[src/rtl/spw_tx_pkg.sv]
// Shared character-type codes, FSM encoding and credit constants for the
// SpaceWire transmit scheduler.
package spw_tx_pkg;

  localparam logic [2:0] TX_DATA = 3'd0;
  localparam logic [2:0] TX_EOP  = 3'd1;
  localparam logic [2:0] TX_EEP  = 3'd2;
  localparam logic [2:0] TX_FCT  = 3'd3;
  localparam logic [2:0] TX_TIME = 3'd4;

  localparam int unsigned CREDIT_STEP = 8;
  localparam int unsigned CREDIT_MAX  = 56;
  localparam int unsigned CREDIT_W    = 6;

  typedef enum logic [1:0] {
    StIdle  = 2'd0,
    StFetch = 2'd1,
    StWait  = 2'd2,
    StSend  = 2'd3
  } sched_state_e;

  // Bit 8 marks a control word: 0x00 is end-of-packet, any other value error-end.
  function automatic logic [2:0] nchar_type(input logic is_ctrl, input logic [7:0] data);
    if (!is_ctrl) begin
      return TX_DATA;
    end
    return (data == 8'h00) ? TX_EOP : TX_EEP;
  endfunction

  function automatic logic is_nchar(input logic [2:0] tx_type);
    return (tx_type == TX_DATA) || (tx_type == TX_EOP) || (tx_type == TX_EEP);
  endfunction

endpackage

[src/rtl/spw_tx_scheduler_if.sv]
// Character handshake between the transmit scheduler (master) and the
// TX encoder (slave).
interface spw_tx_scheduler_if;
  import spw_tx_pkg::*;

  logic       tx_valid;
  logic [2:0] tx_type;
  logic [7:0] tx_data;
  logic       tx_ready;

  modport master (
    output tx_valid,
    output tx_type,
    output tx_data,
    input  tx_ready
  );

  modport slave (
    input  tx_valid,
    input  tx_type,
    input  tx_data,
    output tx_ready
  );

endinterface

[src/rtl/spw_tx_credit.sv]
// Transmit credit counter: +CreditStep per received FCT, -1 per N-char sent,
// refuses an FCT that would push the credit past CreditMax.
module spw_tx_credit
  import spw_tx_pkg::*;
#(
  parameter int unsigned CreditMax  = CREDIT_MAX,
  parameter int unsigned CreditStep = CREDIT_STEP
) (
  input  logic                clk_i,
  input  logic                rst_ni,
  input  logic                clear_i,
  input  logic                got_fct_i,
  input  logic                nchar_sent_i,
  output logic [CREDIT_W-1:0] credit_o,
  output logic                credit_error_o
);

  localparam int unsigned SumW = CREDIT_W + 1;

  logic [CREDIT_W-1:0] credit_q, credit_d;
  logic                error_q, error_d;
  logic [SumW-1:0]     sum;

  always_comb begin
    sum = {1'b0, credit_q}
        + (got_fct_i ? SumW'(CreditStep) : '0)
        - {{CREDIT_W{1'b0}}, nchar_sent_i};
    credit_d = sum[CREDIT_W-1:0];
    error_d  = 1'b0;
    if (clear_i) begin
      credit_d = '0;
    end else if (got_fct_i && (sum > SumW'(CreditMax))) begin
      // Refuse the FCT but still account for an N-char leaving this cycle.
      credit_d = credit_q - {{(CREDIT_W - 1){1'b0}}, nchar_sent_i};
      error_d  = 1'b1;
    end
  end

  always_ff @(posedge clk_i or negedge rst_ni) begin
    if (!rst_ni) begin
      credit_q <= '0;
      error_q  <= 1'b0;
    end else begin
      credit_q <= credit_d;
      error_q  <= error_d;
    end
  end

  assign credit_o       = credit_q;
  assign credit_error_o = error_q;

endmodule

[src/rtl/spw_tx_scheduler.sv]
// SpaceWire transmit scheduler: arbitrates time-codes, FCTs and FIFO N-chars
// onto the encoder handshake. Define SPW_TX_SCHED_STATS_EN for nchar_count_o.
module spw_tx_scheduler #(
  parameter int unsigned DWIDTH     = 9,
  parameter int unsigned RD_LATENCY = 2,
  parameter int unsigned CREDIT_MAX = spw_tx_pkg::CREDIT_MAX
) (
  input  logic                      clk_i,
  input  logic                      rst_ni,
  input  logic                      link_run_i,
  input  logic                      fifo_empty_i,
  input  logic [DWIDTH-1:0]         fifo_data_i,
  output logic                      fifo_rd_en_o,
  input  logic                      got_fct_i,
  input  logic                      fct_req_i,
  input  logic                      tick_in_i,
  input  logic [7:0]                time_in_i,
  spw_tx_scheduler_if.master        tx,
  output logic [5:0]                credit_o,
  output logic                      credit_error_o
`ifdef SPW_TX_SCHED_STATS_EN
  ,
  output logic [15:0]               nchar_count_o
`endif
);

  import spw_tx_pkg::*;

  localparam int unsigned CntW = 2;

  sched_state_e    state_q, state_d;
  logic [CntW-1:0] wait_cnt_q, wait_cnt_d;
  logic [2:0]      type_q, type_d;
  logic [7:0]      data_q, data_d;
  logic            time_pend_q, time_pend_d;
  logic [7:0]      time_val_q, time_val_d;
  logic            fct_pend_q, fct_pend_d;
  logic            xfer;
  logic            nchar_sent;
  logic [5:0]      credit;

  assign xfer       = (state_q == StSend) && tx.tx_ready;
  assign nchar_sent = xfer && is_nchar(type_q);

  always_comb begin
    state_d      = state_q;
    wait_cnt_d   = wait_cnt_q;
    type_d       = type_q;
    data_d       = data_q;
    time_pend_d  = time_pend_q;
    time_val_d   = time_val_q;
    fct_pend_d   = fct_pend_q;
    fifo_rd_en_o = 1'b0;

    unique case (state_q)
      StIdle: begin
        if (time_pend_q) begin
          type_d  = TX_TIME;
          data_d  = time_val_q;
          state_d = StSend;
        end else if (fct_pend_q) begin
          type_d  = TX_FCT;
          data_d  = 8'h00;
          state_d = StSend;
        end else if (!fifo_empty_i && (credit != '0)) begin
          state_d = StFetch;
        end
      end
      StFetch: begin
        fifo_rd_en_o = link_run_i;
        wait_cnt_d   = '0;
        state_d      = StWait;
      end
      StWait: begin
        if (wait_cnt_q == CntW'(RD_LATENCY - 1)) begin
          type_d  = nchar_type(fifo_data_i[DWIDTH-1], fifo_data_i[7:0]);
          data_d  = fifo_data_i[7:0];
          state_d = StSend;
        end else begin
          wait_cnt_d = wait_cnt_q + CntW'(1);
        end
      end
      StSend: begin
        if (tx.tx_ready) begin
          state_d = StIdle;
          if (type_q == TX_TIME) time_pend_d = 1'b0;
          if (type_q == TX_FCT)  fct_pend_d  = 1'b0;
        end
      end
    endcase

    // A new request in the same cycle as the matching transfer survives it.
    if (tick_in_i) begin
      time_pend_d = 1'b1;
      time_val_d  = time_in_i;
    end
    if (fct_req_i) begin
      fct_pend_d = 1'b1;
    end

    if (!link_run_i) begin
      state_d     = StIdle;
      time_pend_d = 1'b0;
      fct_pend_d  = 1'b0;
    end
  end

  always_ff @(posedge clk_i or negedge rst_ni) begin
    if (!rst_ni) begin
      state_q     <= StIdle;
      wait_cnt_q  <= '0;
      type_q      <= TX_DATA;
      data_q      <= 8'h00;
      time_pend_q <= 1'b0;
      time_val_q  <= 8'h00;
      fct_pend_q  <= 1'b0;
    end else begin
      state_q     <= state_d;
      wait_cnt_q  <= wait_cnt_d;
      type_q      <= type_d;
      data_q      <= data_d;
      time_pend_q <= time_pend_d;
      time_val_q  <= time_val_d;
      fct_pend_q  <= fct_pend_d;
    end
  end

  assign tx.tx_valid = (state_q == StSend);
  assign tx.tx_type  = type_q;
  assign tx.tx_data  = data_q;

  spw_tx_credit #(
    .CreditMax  (CREDIT_MAX),
    .CreditStep (CREDIT_STEP)
  ) u_credit (
    .clk_i          (clk_i),
    .rst_ni         (rst_ni),
    .clear_i        (!link_run_i),
    .got_fct_i      (got_fct_i),
    .nchar_sent_i   (nchar_sent),
    .credit_o       (credit),
    .credit_error_o (credit_error_o)
  );

  assign credit_o = credit;

`ifdef SPW_TX_SCHED_STATS_EN
  // Survives link drops; only the system reset clears it.
  logic [15:0] nchar_count_q;

  always_ff @(posedge clk_i or negedge rst_ni) begin
    if (!rst_ni) begin
      nchar_count_q <= 16'h0000;
    end else if (nchar_sent) begin
      nchar_count_q <= nchar_count_q + 16'd1;
    end
  end

  assign nchar_count_o = nchar_count_q;
`endif

endmodule

[src/flat_wrapper.sv]
// flat-port wrapper written by rule: the top's interface ports become plain ports
module spw_tx_scheduler_flat import spw_tx_pkg::*;
#(
  parameter int unsigned DWIDTH     = 9,
  parameter int unsigned RD_LATENCY = 2,
  parameter int unsigned CREDIT_MAX = spw_tx_pkg::CREDIT_MAX
)
  (clk_i, rst_ni, link_run_i, fifo_empty_i, fifo_data_i, fifo_rd_en_o, got_fct_i, fct_req_i, tick_in_i, time_in_i, credit_o, credit_error_o, tx_tx_valid, tx_tx_type, tx_tx_data, tx_tx_ready);
  spw_tx_scheduler_if tx_i ();
  input  logic clk_i;
  input  logic rst_ni;
  input  logic link_run_i;
  input  logic fifo_empty_i;
  input  logic [DWIDTH-1:0] fifo_data_i;
  output logic fifo_rd_en_o;
  input  logic got_fct_i;
  input  logic fct_req_i;
  input  logic tick_in_i;
  input  logic [7:0] time_in_i;
  output logic [5:0] credit_o;
  output logic credit_error_o;
  output wire logic [$bits(tx_i.tx_valid)-1:0] tx_tx_valid;
  output wire logic [$bits(tx_i.tx_type)-1:0] tx_tx_type;
  output wire logic [$bits(tx_i.tx_data)-1:0] tx_tx_data;
  input wire logic [$bits(tx_i.tx_ready)-1:0] tx_tx_ready;
  assign tx_tx_valid = tx_i.tx_valid;
  assign tx_tx_type = tx_i.tx_type;
  assign tx_tx_data = tx_i.tx_data;
  assign tx_i.tx_ready = tx_tx_ready;
  spw_tx_scheduler #(.DWIDTH(DWIDTH), .RD_LATENCY(RD_LATENCY), .CREDIT_MAX(CREDIT_MAX)) u_core (.clk_i(clk_i), .rst_ni(rst_ni), .link_run_i(link_run_i), .fifo_empty_i(fifo_empty_i), .fifo_data_i(fifo_data_i), .fifo_rd_en_o(fifo_rd_en_o), .got_fct_i(got_fct_i), .fct_req_i(fct_req_i), .tick_in_i(tick_in_i), .time_in_i(time_in_i), .tx(tx_i), .credit_o(credit_o), .credit_error_o(credit_error_o));
endmodule
[config.mk]
export PLATFORM = sky130hd
export DESIGN_NAME = spw_tx_scheduler_flat
export DESIGN_NICKNAME = d
export VERILOG_FILES = /design/src/rtl/spw_tx_pkg.sv /design/src/rtl/spw_tx_scheduler_if.sv /design/src/rtl/spw_tx_credit.sv /design/src/rtl/spw_tx_scheduler.sv /design/src/flat_wrapper.sv
export SDC_FILE = /design/constraint.sdc
export NUM_CORES = 1
export LEC_CHECK = 0
export BUFFER_PORTS_ARGS = -buffer_cell sky130_fd_sc_hd__buf_4
export CAP_MARGIN = 30
export CORE_MARGIN = 2
export CORE_UTILIZATION = 37
export CTS_BUF_LIST = sky130_fd_sc_hd__clkbuf_16
export DETAILED_ROUTE_END_ITERATION = 6
export GPL_TIMING_DRIVEN = 0
export PLACE_DENSITY = 0.65
export SLEW_MARGIN = 20
export SYNTH_ARGS = -nofsm -noshare
export SYNTH_HDL_FRONTEND = slang
export SYNTH_SLANG_ARGS = --single-unit
export TNS_END_PERCENT = 100
[constraint.sdc]
create_clock -name clk_i -period 3.44 [get_ports clk_i]
set_clock_uncertainty 0.05 [all_clocks]
set_input_delay 0.688 -clock clk_i [delete_from_list [all_inputs] [get_ports clk_i]]
set_output_delay 0.688 -clock clk_i [all_outputs]
set_load 0.02 [all_outputs]
# Word-level counts from Yosys, hierarchy flattened
# Index checks and enable logic that the tools add are counted.
[word_totals]
register_bits = 32
input_bits = 25
out_inout_bits = 20
elab_cells = 91
[op_classes]
n_addsub = 4
n_lt_le_gt_ge = 1
eq_ne = 20
mux = 39
n_reduce_logical = 18
[op_table]
columns = ["op", "n"]
rows = [
  ["2-to-1 mux 8 bit", 3],
  ["inequality test 3 x 1 -> 1 bit (second input constant)", 7],
  ["2-to-1 mux 1 bit", 16],
  ["2-to-1 mux 2 bit", 8],
  ["one-hot mux 8 bit (2 select lines)", 1],
  ["2-to-1 mux 3 bit", 5],
  ["2-to-1 mux 6 bit", 2],
  ["AND reduction 3 bit", 4],
  ["zero test 8 bit", 1],
  ["one-hot mux 2 bit (4 select lines)", 1],
  ["adder 6 x 7 -> 7 bit", 1],
  ["> comparator 7 x 6 -> 1 bit (second input constant)", 1],
  ["subtractor 7 x 1 -> 7 bit", 1],
  ["== test 3 x 2 -> 1 bit (second input constant)", 2],
  ["inequality test 3 x 2 -> 1 bit (second input constant)", 2],
  ["one-hot mux 3 bit (2 select lines)", 1],
  ["nonzero test 6 bit", 1],
  ["subtractor 6 x 1 -> 6 bit", 1],
  ["inequality test 5 x 2 -> 1 bit (second input constant)", 1],
  ["== test 2 x 1 -> 1 bit (second input constant)", 2],
  ["== test 2 bit (second input constant)", 2],
  ["logical AND 1 bit", 4],
  ["2-to-1 mux 4 bit", 1],
  ["one-hot mux 2 bit (2 select lines)", 1],
  ["11 further kinds", 13],
]

# Logic depth before layout (Yosys ltp)
[depth]
word_depth = 9
ltp_mapped = 14

# Cells and area by module
# Synthesis repeated with hierarchy kept, for this count alone.
[unflattened]
hier_cells = 193
area_unflattened_um2 = 1919.3
[by_module_without_submodules]
columns = ["module", "instances", "cells_each", "area_each_um2", "seq_area_each_um2"]
rows = [
  ["spw_tx_scheduler", 1, 115, 1222.4, 625.6],
  ["spw_tx_credit", 1, 78, 696.9, 175.2],
]

# Worst setup path after synthesis
# Ideal clock, no wire load.
[synth_path]
path_kind = "reg2reg"
startpoint = "register u_core.state_q[1]"
endpoint = "register u_core.u_credit.credit_q[5], in the netlist u_core.u_credit.credit_o[5]"
t_arrival_ns = 2.700
required_ns = 3.268
setup_slack_ns = 0.569
path_stages_with_launch = 14
path_buffers = 0
synth_period_minus_slack_ns = 2.871
cell_sequence = "dfrtp_1 ha_1 nand2_1 a211oi_1 ha_1 inv_1 ha_1 inv_1 fa_1 nand2_1 o21ai_0 nor4b_2 a21bo_1 o2111a_1"
[synth_via]
elab_chain_cells = 8
elab_cells_between_ends = 9
classes_between = "add/sub: 2; order compare: 1; eq/ne: 1; mux: 2; reduce/logical: 3"
[synth_rtl]
columns = ["item", "line", "rtl"]
rows = [
  ["from (decl)", "spw_tx_scheduler.sv:31", "sched_state_e state_q, state_d;"],
  ["from (signal assigned)", "spw_tx_scheduler.sv:110", "state_q <= StIdle;"],
  ["from (signal assigned)", "spw_tx_scheduler.sv:118", "state_q <= state_d;"],
  ["== test 2 bit (*)", "n/a", ""],
  ["net tx_tx_valid", "flat_wrapper.sv:22", "output wire logic [$bits(tx_i.tx_valid)-1:0] tx_tx_valid;"],
  ["logical AND 1 bit (*)", "spw_tx_scheduler.sv:42", "assign xfer = (state_q == StSend) && tx.tx_ready;"],
  ["logical AND 1 bit (*)", "spw_tx_scheduler.sv:43", "assign nchar_sent = xfer && is_nchar(type_q);"],
  ["subtractor 7 x 1 -> 7 bit", "spw_tx_credit.sv:27", "- {{CREDIT_W{1'b0}}, nchar_sent_i};"],
  ["> comparator 7 x 6 -> 1 bit", "spw_tx_credit.sv:32", "end else if (got_fct_i && (sum > SumW'(CreditMax))) begin"],
  ["logical AND 1 bit", "spw_tx_credit.sv:32", ""],
  ["2-to-1 mux 6 bit (*)", "spw_tx_credit.sv:32", ""],
  ["2-to-1 mux 6 bit (*)", "spw_tx_credit.sv:30", "if (clear_i) begin"],
  ["net u_core.u_credit.credit_d[5]", "spw_tx_credit.sv:20", "logic [CREDIT_W-1:0] credit_q, credit_d;"],
  ["to (signal assigned)", "spw_tx_credit.sv:44", "credit_q <= credit_d;"],
  ["to (decl)", "spw_tx_credit.sv:20", ""],
]
# Mark *: on every way through the listed nets, which the timed path passes. The rest lies on a longest branch.
# A chain may end at the register's enable or synchronous reset.

# Worst setup path in the final report
[layout_path]
startpoint = "register u_core.state_q[1]"
endpoint = "register u_core.u_credit.credit_q[5], in the netlist u_core.u_credit.credit_o[5]"
[layout_via]
elab_chain_cells = 8
elab_cells_between_ends = 9
classes_between = "add/sub: 2; order compare: 1; eq/ne: 1; mux: 2; reduce/logical: 3"
[layout_rtl]
columns = ["item", "line"]
rows = [
  ["== test 2 bit (*)", "spw_tx_scheduler.sv:42"],
  ["logical AND 1 bit (*)", "spw_tx_scheduler.sv:42"],
  ["logical AND 1 bit (*)", "spw_tx_scheduler.sv:43"],
  ["subtractor 7 x 1 -> 7 bit", "spw_tx_credit.sv:27"],
  ["> comparator 7 x 6 -> 1 bit", "spw_tx_credit.sv:32"],
  ["logical AND 1 bit", "spw_tx_credit.sv:32"],
  ["2-to-1 mux 6 bit (*)", "spw_tx_credit.sv:32"],
  ["2-to-1 mux 6 bit (*)", "spw_tx_credit.sv:30"],
  ["net u_core.u_credit.credit_d[5]", "spw_tx_credit.sv:20"],
]
# Marked as above.

==> impl_metrics.xml <==
<?xml version="1.0" encoding="UTF-8"?>
<metrics>
  <group name="run_status">
    <metric name="status" unit="">completed</metric>
  </group>
  <group name="logic_synthesis">
    <metric name="ys_top_cells_by_area" unit="">sky130_fd_sc_hd__dfrtp_1 42%, sky130_fd_sc_hd__ha_1 11%, sky130_fd_sc_hd__inv_1 5.0%</metric>
    <metric name="yosys_register_bits" unit="">32</metric>
    <metric name="synth_area_leader_cell" unit="">sky130_fd_sc_hd__dfrtp_1</metric>
    <metric name="synth_edf_count" unit="">0</metric>
    <metric name="proportion_of_netlist_area_held_by_the_largest_area_contributor" unit="">0.424</metric>
    <metric name="synth_sequential_area_ratio" unit="">0.424</metric>
    <metric name="yosys.area_share.simple" unit="">0.130</metric>
    <metric name="synthDistinctLibCells" unit="">48</metric>
    <metric name="synth.net_count" unit="">219</metric>
    <metric name="postSynthAreaPerCell" unit="sq um">10.7</metric>
    <metric name="ys.warnings.count" unit="">0</metric>
    <metric name="post_synth_xor_area_fraction" unit="">0.0470</metric>
    <metric name="synth_fa_ha_area_frac" unit="">0.116</metric>
    <metric name="ys_top_cells_by_count" unit="">32 x sky130_fd_sc_hd__dfrtp_1, 25 x sky130_fd_sc_hd__inv_1, 16 x sky130_fd_sc_hd__ha_1</metric>
    <metric name="synth_most_common_cell" unit="">sky130_fd_sc_hd__dfrtp_1</metric>
    <metric name="dominant_combinational_cell_family_by_area_after_synthesis" unit="">compound AO/OA/AOI/OAI gates</metric>
    <metric name="cell_area_after_technology_mapping" unit="sq um">1890</metric>
    <metric name="postSynth.asyncResetShare" unit="">1.00</metric>
    <metric name="mux_contribution_to_synthesized_area" unit="">0.0582</metric>
    <metric name="syn-instance-count" unit="">177</metric>
    <metric name="synth-main-ff-cell" unit="">sky130_fd_sc_hd__dfrtp_1</metric>
    <metric name="synth_compound_gate_area_share" unit="">0.159</metric>
  </group>
  <group name="timing">
    <metric name="timing_worst_slew_pin_value" unit="ns">0.553</metric>
    <metric name="max_slew_headroom" unit="">0.632</metric>
    <metric name="maxClockFrequency" unit="MHz">326</metric>
    <metric name="timing.final.max_slew_violations" unit="">0</metric>
    <metric name="report.final.hold_viol_count" unit="">0</metric>
    <metric name="min_period" unit="ns">3.06</metric>
    <metric name="min_period_over_period" unit="">0.890</metric>
    <metric name="finalSetupViolations" unit="">0</metric>
    <metric name="setup_tns" unit="ns">0</metric>
    <metric name="grt_setup_unrepaired" unit="">no</metric>
  </group>
  <group name="cts">
    <metric name="clk_path_buf_depth" unit="">2</metric>
    <metric name="post_cts_hold_buffer_count" unit="">0</metric>
    <metric name="cts.root.buffer_cell" unit="">sky130_fd_sc_hd__clkbuf_16</metric>
    <metric name="htreeDepth" unit="">2</metric>
    <metric name="post_cts_resize_count" unit="">0</metric>
    <metric name="clk_pin_slew" unit="ns">0.05</metric>
    <metric name="postCtsSetupRepairBufs" unit="">0</metric>
    <metric name="cts.sinks" unit="">32</metric>
    <metric name="insertion_delay" unit="ns">0.27</metric>
    <metric name="tritoncts_clock_tree" unit="">yes</metric>
    <metric name="numCtsBuffers" unit="">5</metric>
  </group>
  <group name="grt">
    <metric name="grt-ovfl-total" unit="">0</metric>
    <metric name="global_route.usage.total" unit="">0.165</metric>
    <metric name="number_of_antenna_violations_at_the_first_check_in_global_routing" unit="">0</metric>
    <metric name="grt_start_max_net_pins" unit="">33</metric>
    <metric name="first_global_vias" unit="">1486</metric>
    <metric name="first_pass_grt_wire_length" unit="um">7000</metric>
  </group>
  <group name="critical_path">
    <metric name="critPathLaunch" unit="">u_core.state_q[1]</metric>
    <metric name="setup.worst_path.start_class" unit="">register</metric>
    <metric name="worst_ep_arrival_time" unit="ns">3.17</metric>
    <metric name="slowest_delay" unit="ns">0.42</metric>
    <metric name="worst-setup-path-type" unit="">reg -&gt; reg</metric>
    <metric name="worstPathMaxFanout" unit="">4</metric>
    <metric name="worst_ep_required_time" unit="ns">3.55</metric>
    <metric name="critical_path_buf_inv_count" unit="">2</metric>
    <metric name="critPathMostFrequentCell" unit="">sky130_fd_sc_hd__ha_1</metric>
    <metric name="timing.critical_path.to_type" unit="">register</metric>
    <metric name="crit_family" unit="">adder cells</metric>
    <metric name="critical_path.cell_chain" unit="">ha_1, nand2_1, a211oi_1, ha_1, inv_1, ha_1, inv_1, fa_1, nand2b_1, a21oi_2, xnor2_1, nor4b_2, a21bo_1, o2111a_1</metric>
    <metric name="critical_path.slowest_cell" unit="">sky130_fd_sc_hd__dfrtp_1</metric>
    <metric name="rr_startpoint" unit="">u_core.state_q[1]</metric>
  </group>
  <group name="detailed_routing">
    <metric name="dr.pass1.iters" unit="">5</metric>
    <metric name="routed_wire_length_per_instance" unit="um">13.9</metric>
    <metric name="totalWireLength" unit="um">4130</metric>
    <metric name="drt_iter0_drc" unit="">91</metric>
    <metric name="via_per_inst" unit="">4.96</metric>
    <metric name="num_vias" unit="">1479</metric>
    <metric name="ant_nets" unit="">0</metric>
    <metric name="drc" unit="">0</metric>
  </group>
  <group name="floorplanning">
    <metric name="initial_utilization" unit="">0.377</metric>
    <metric name="die_width" unit="um">75.5</metric>
    <metric name="die_height" unit="um">75.5</metric>
    <metric name="die_area" unit="sq um">5700</metric>
    <metric name="std_cell_rows" unit="">26</metric>
    <metric name="floorplan.core_area" unit="sq um">5010</metric>
    <metric name="ioPinCount" unit="">45</metric>
  </group>
  <group name="cells_and_area">
    <metric name="final_area" unit="sq um">2470</metric>
    <metric name="layout-area-overhead-vs-synth" unit="%">30.6</metric>
    <metric name="antenna-diode-count" unit="">0</metric>
    <metric name="drive_gt1_frac" unit="">0.325</metric>
    <metric name="finalNetCount" unit="">269</metric>
    <metric name="fillers" unit="">507</metric>
  </group>
  <group name="place">
    <metric name="hpwlAfterDp" unit="um">3180</metric>
    <metric name="port-buffer-count" unit="">43</metric>
    <metric name="dpl_cell_area" unit="sq um">2300</metric>
    <metric name="gpl.final_weighted_congestion" unit="">0.793</metric>
  </group>
  <group name="power_and_ir_drop">
    <metric name="pwr_density_cell" unit="nW/um^2">924</metric>
    <metric name="vdd_ir_drop_max" unit="mV">0.436</metric>
    <metric name="leak" unit="uW">0.00121</metric>
  </group>
  <group name="job">
    <metric name="cap_viol_max_count" unit="">0</metric>
  </group>
  <group name="worst_hold_path">
    <metric name="worst_hold_path_class" unit="">in -&gt; async</metric>
  </group>
</metrics>
[worst paths after layout]
path	endpoint	slack, ns	depth (start not counted)
min in group clk_i	u_core.tx.tx_data[1]	0.45	2
worst max register to register	u_core.u_credit.credit_o[5]	0.38	14
max in group asynchronous	u_core.state_q[1]	2.73	1
worst max-delay path	u_core.u_credit.credit_o[5]	0.38	14
worst min-delay path	u_core.time_val_q[0]	0.29	1
worst min register to register	u_core.tx.tx_data[1]	0.45	2
[stage by stage]
stage | worst slack, ns | power [uW] | util | hold WS [ns] | std cells
after global placement | 0.196 | 1770 | 0.459 | 0.432 | 290
final | 0.377 | 2280 | 0.493 | 0.294 | 298
after detailed placement | 0.221 | 1790 | 0.459 | 0.435 | 290
after global routing | 0.130 | 2460 | 0.493 | 0.328 | 298
after floorplan | 0.569 | 1440 | - | 0.342 | 177
after CTS | 0.349 | 2310 | 0.493 | 0.310 | 298
[per-layer routing]
| layer | global-route usage | share of wire | routed length [um] |
|---|---|---|---|
| met2 | 0.258 | 0.45 | 1860 |
| met5 | 0 | 0 | 0 |
| met1 | 0.220 | 0.48 | 1970 |
| met3 | 0.0423 | 0.062 | 255 |
| met4 | 0.0643 | 0.011 | 44 |
[cells by family after synthesis]
kind of cell | count (synthesis)
compound gates | 35
xor+xnor | 8
fa+ha+maj | 17
buf+inv | 31
flops | 32
mux | 10
simple gates | 44
[cell type report]
cell class	count	area [sq um]	share of cell area
well taps	70	87.6	0.0355
clock inverters	3	42.5	0.0172
repair buffers	43	323	0.131
clock buffers	5	125	0.0507
inverters	26	97.6	0.0395
flip-flops and latches	32	801	0.324
plain buffers	5	27.5	0.0112
multi-input cells	114	965	0.391
[power by group]
| part | internal (uW) | switching, uW | total, uW | leakage [uW] |
|---|---|---|---|---|
| Combinational | 553 | 634 | 1190 | 0.000728 |
| Sequential | 500 | 96.9 | 597 | 0.000404 |
| Clock | 339 | 157 | 496 | 0.0000798 |
| Total | 1390 | 888 | 2280 | 0.00121 |
[registers in the layout, indices dropped and copies added (netlist names)]
register / count
u_core.wait_cnt_q: 2
u_core.tx.tx_type: 3
u_core.state_q: 2
u_core.u_credit.credit_o: 6
u_core.fct_pend_q: 1
u_core.u_credit.credit_error_o: 1
u_core.time_val_q: 8
u_core.tx.tx_data: 8
u_core.time_pend_q: 1
[worst reg2reg max path: cells and delay by family (launching register included)]
kind	cells	cell delay (ns)
adder cells (fa/ha/maj)	4	0.99
AND/OR/NAND/NOR	3	0.62
AO/OA/AOI/OAI	4	0.59
flip-flops	1	0.42
XOR/XNOR	1	0.15
buffers and inverters	2	0.11
[cell usage in the layout (no fill, tap or decap), types with 2 or more instances in the layout]
cell,n
sky130_fd_sc_hd__clkbuf_16,5
sky130_fd_sc_hd__a41oi_1,2
sky130_fd_sc_hd__xnor2_1,6
sky130_fd_sc_hd__mux2_2,8
sky130_fd_sc_hd__a221oi_1,2
sky130_fd_sc_hd__nand2_1,13
sky130_fd_sc_hd__nor2_1,8
sky130_fd_sc_hd__o21ai_0,4
sky130_fd_sc_hd__inv_1,25
sky130_fd_sc_hd__nor3_1,2
sky130_fd_sc_hd__mux2i_1,2
sky130_fd_sc_hd__nand2b_1,4
sky130_fd_sc_hd__nor4_1,2
sky130_fd_sc_hd__a222oi_1,8
sky130_fd_sc_hd__ha_1,16
sky130_fd_sc_hd__dfrtp_1,32
sky130_fd_sc_hd__or2_2,2
sky130_fd_sc_hd__clkbuf_1,3
sky130_fd_sc_hd__and2_1,3
sky130_fd_sc_hd__a21oi_1,5
sky130_fd_sc_hd__a21oi_2,2
sky130_fd_sc_hd__buf_4,43
Note: power is estimated with default switching activity, not from simulation.
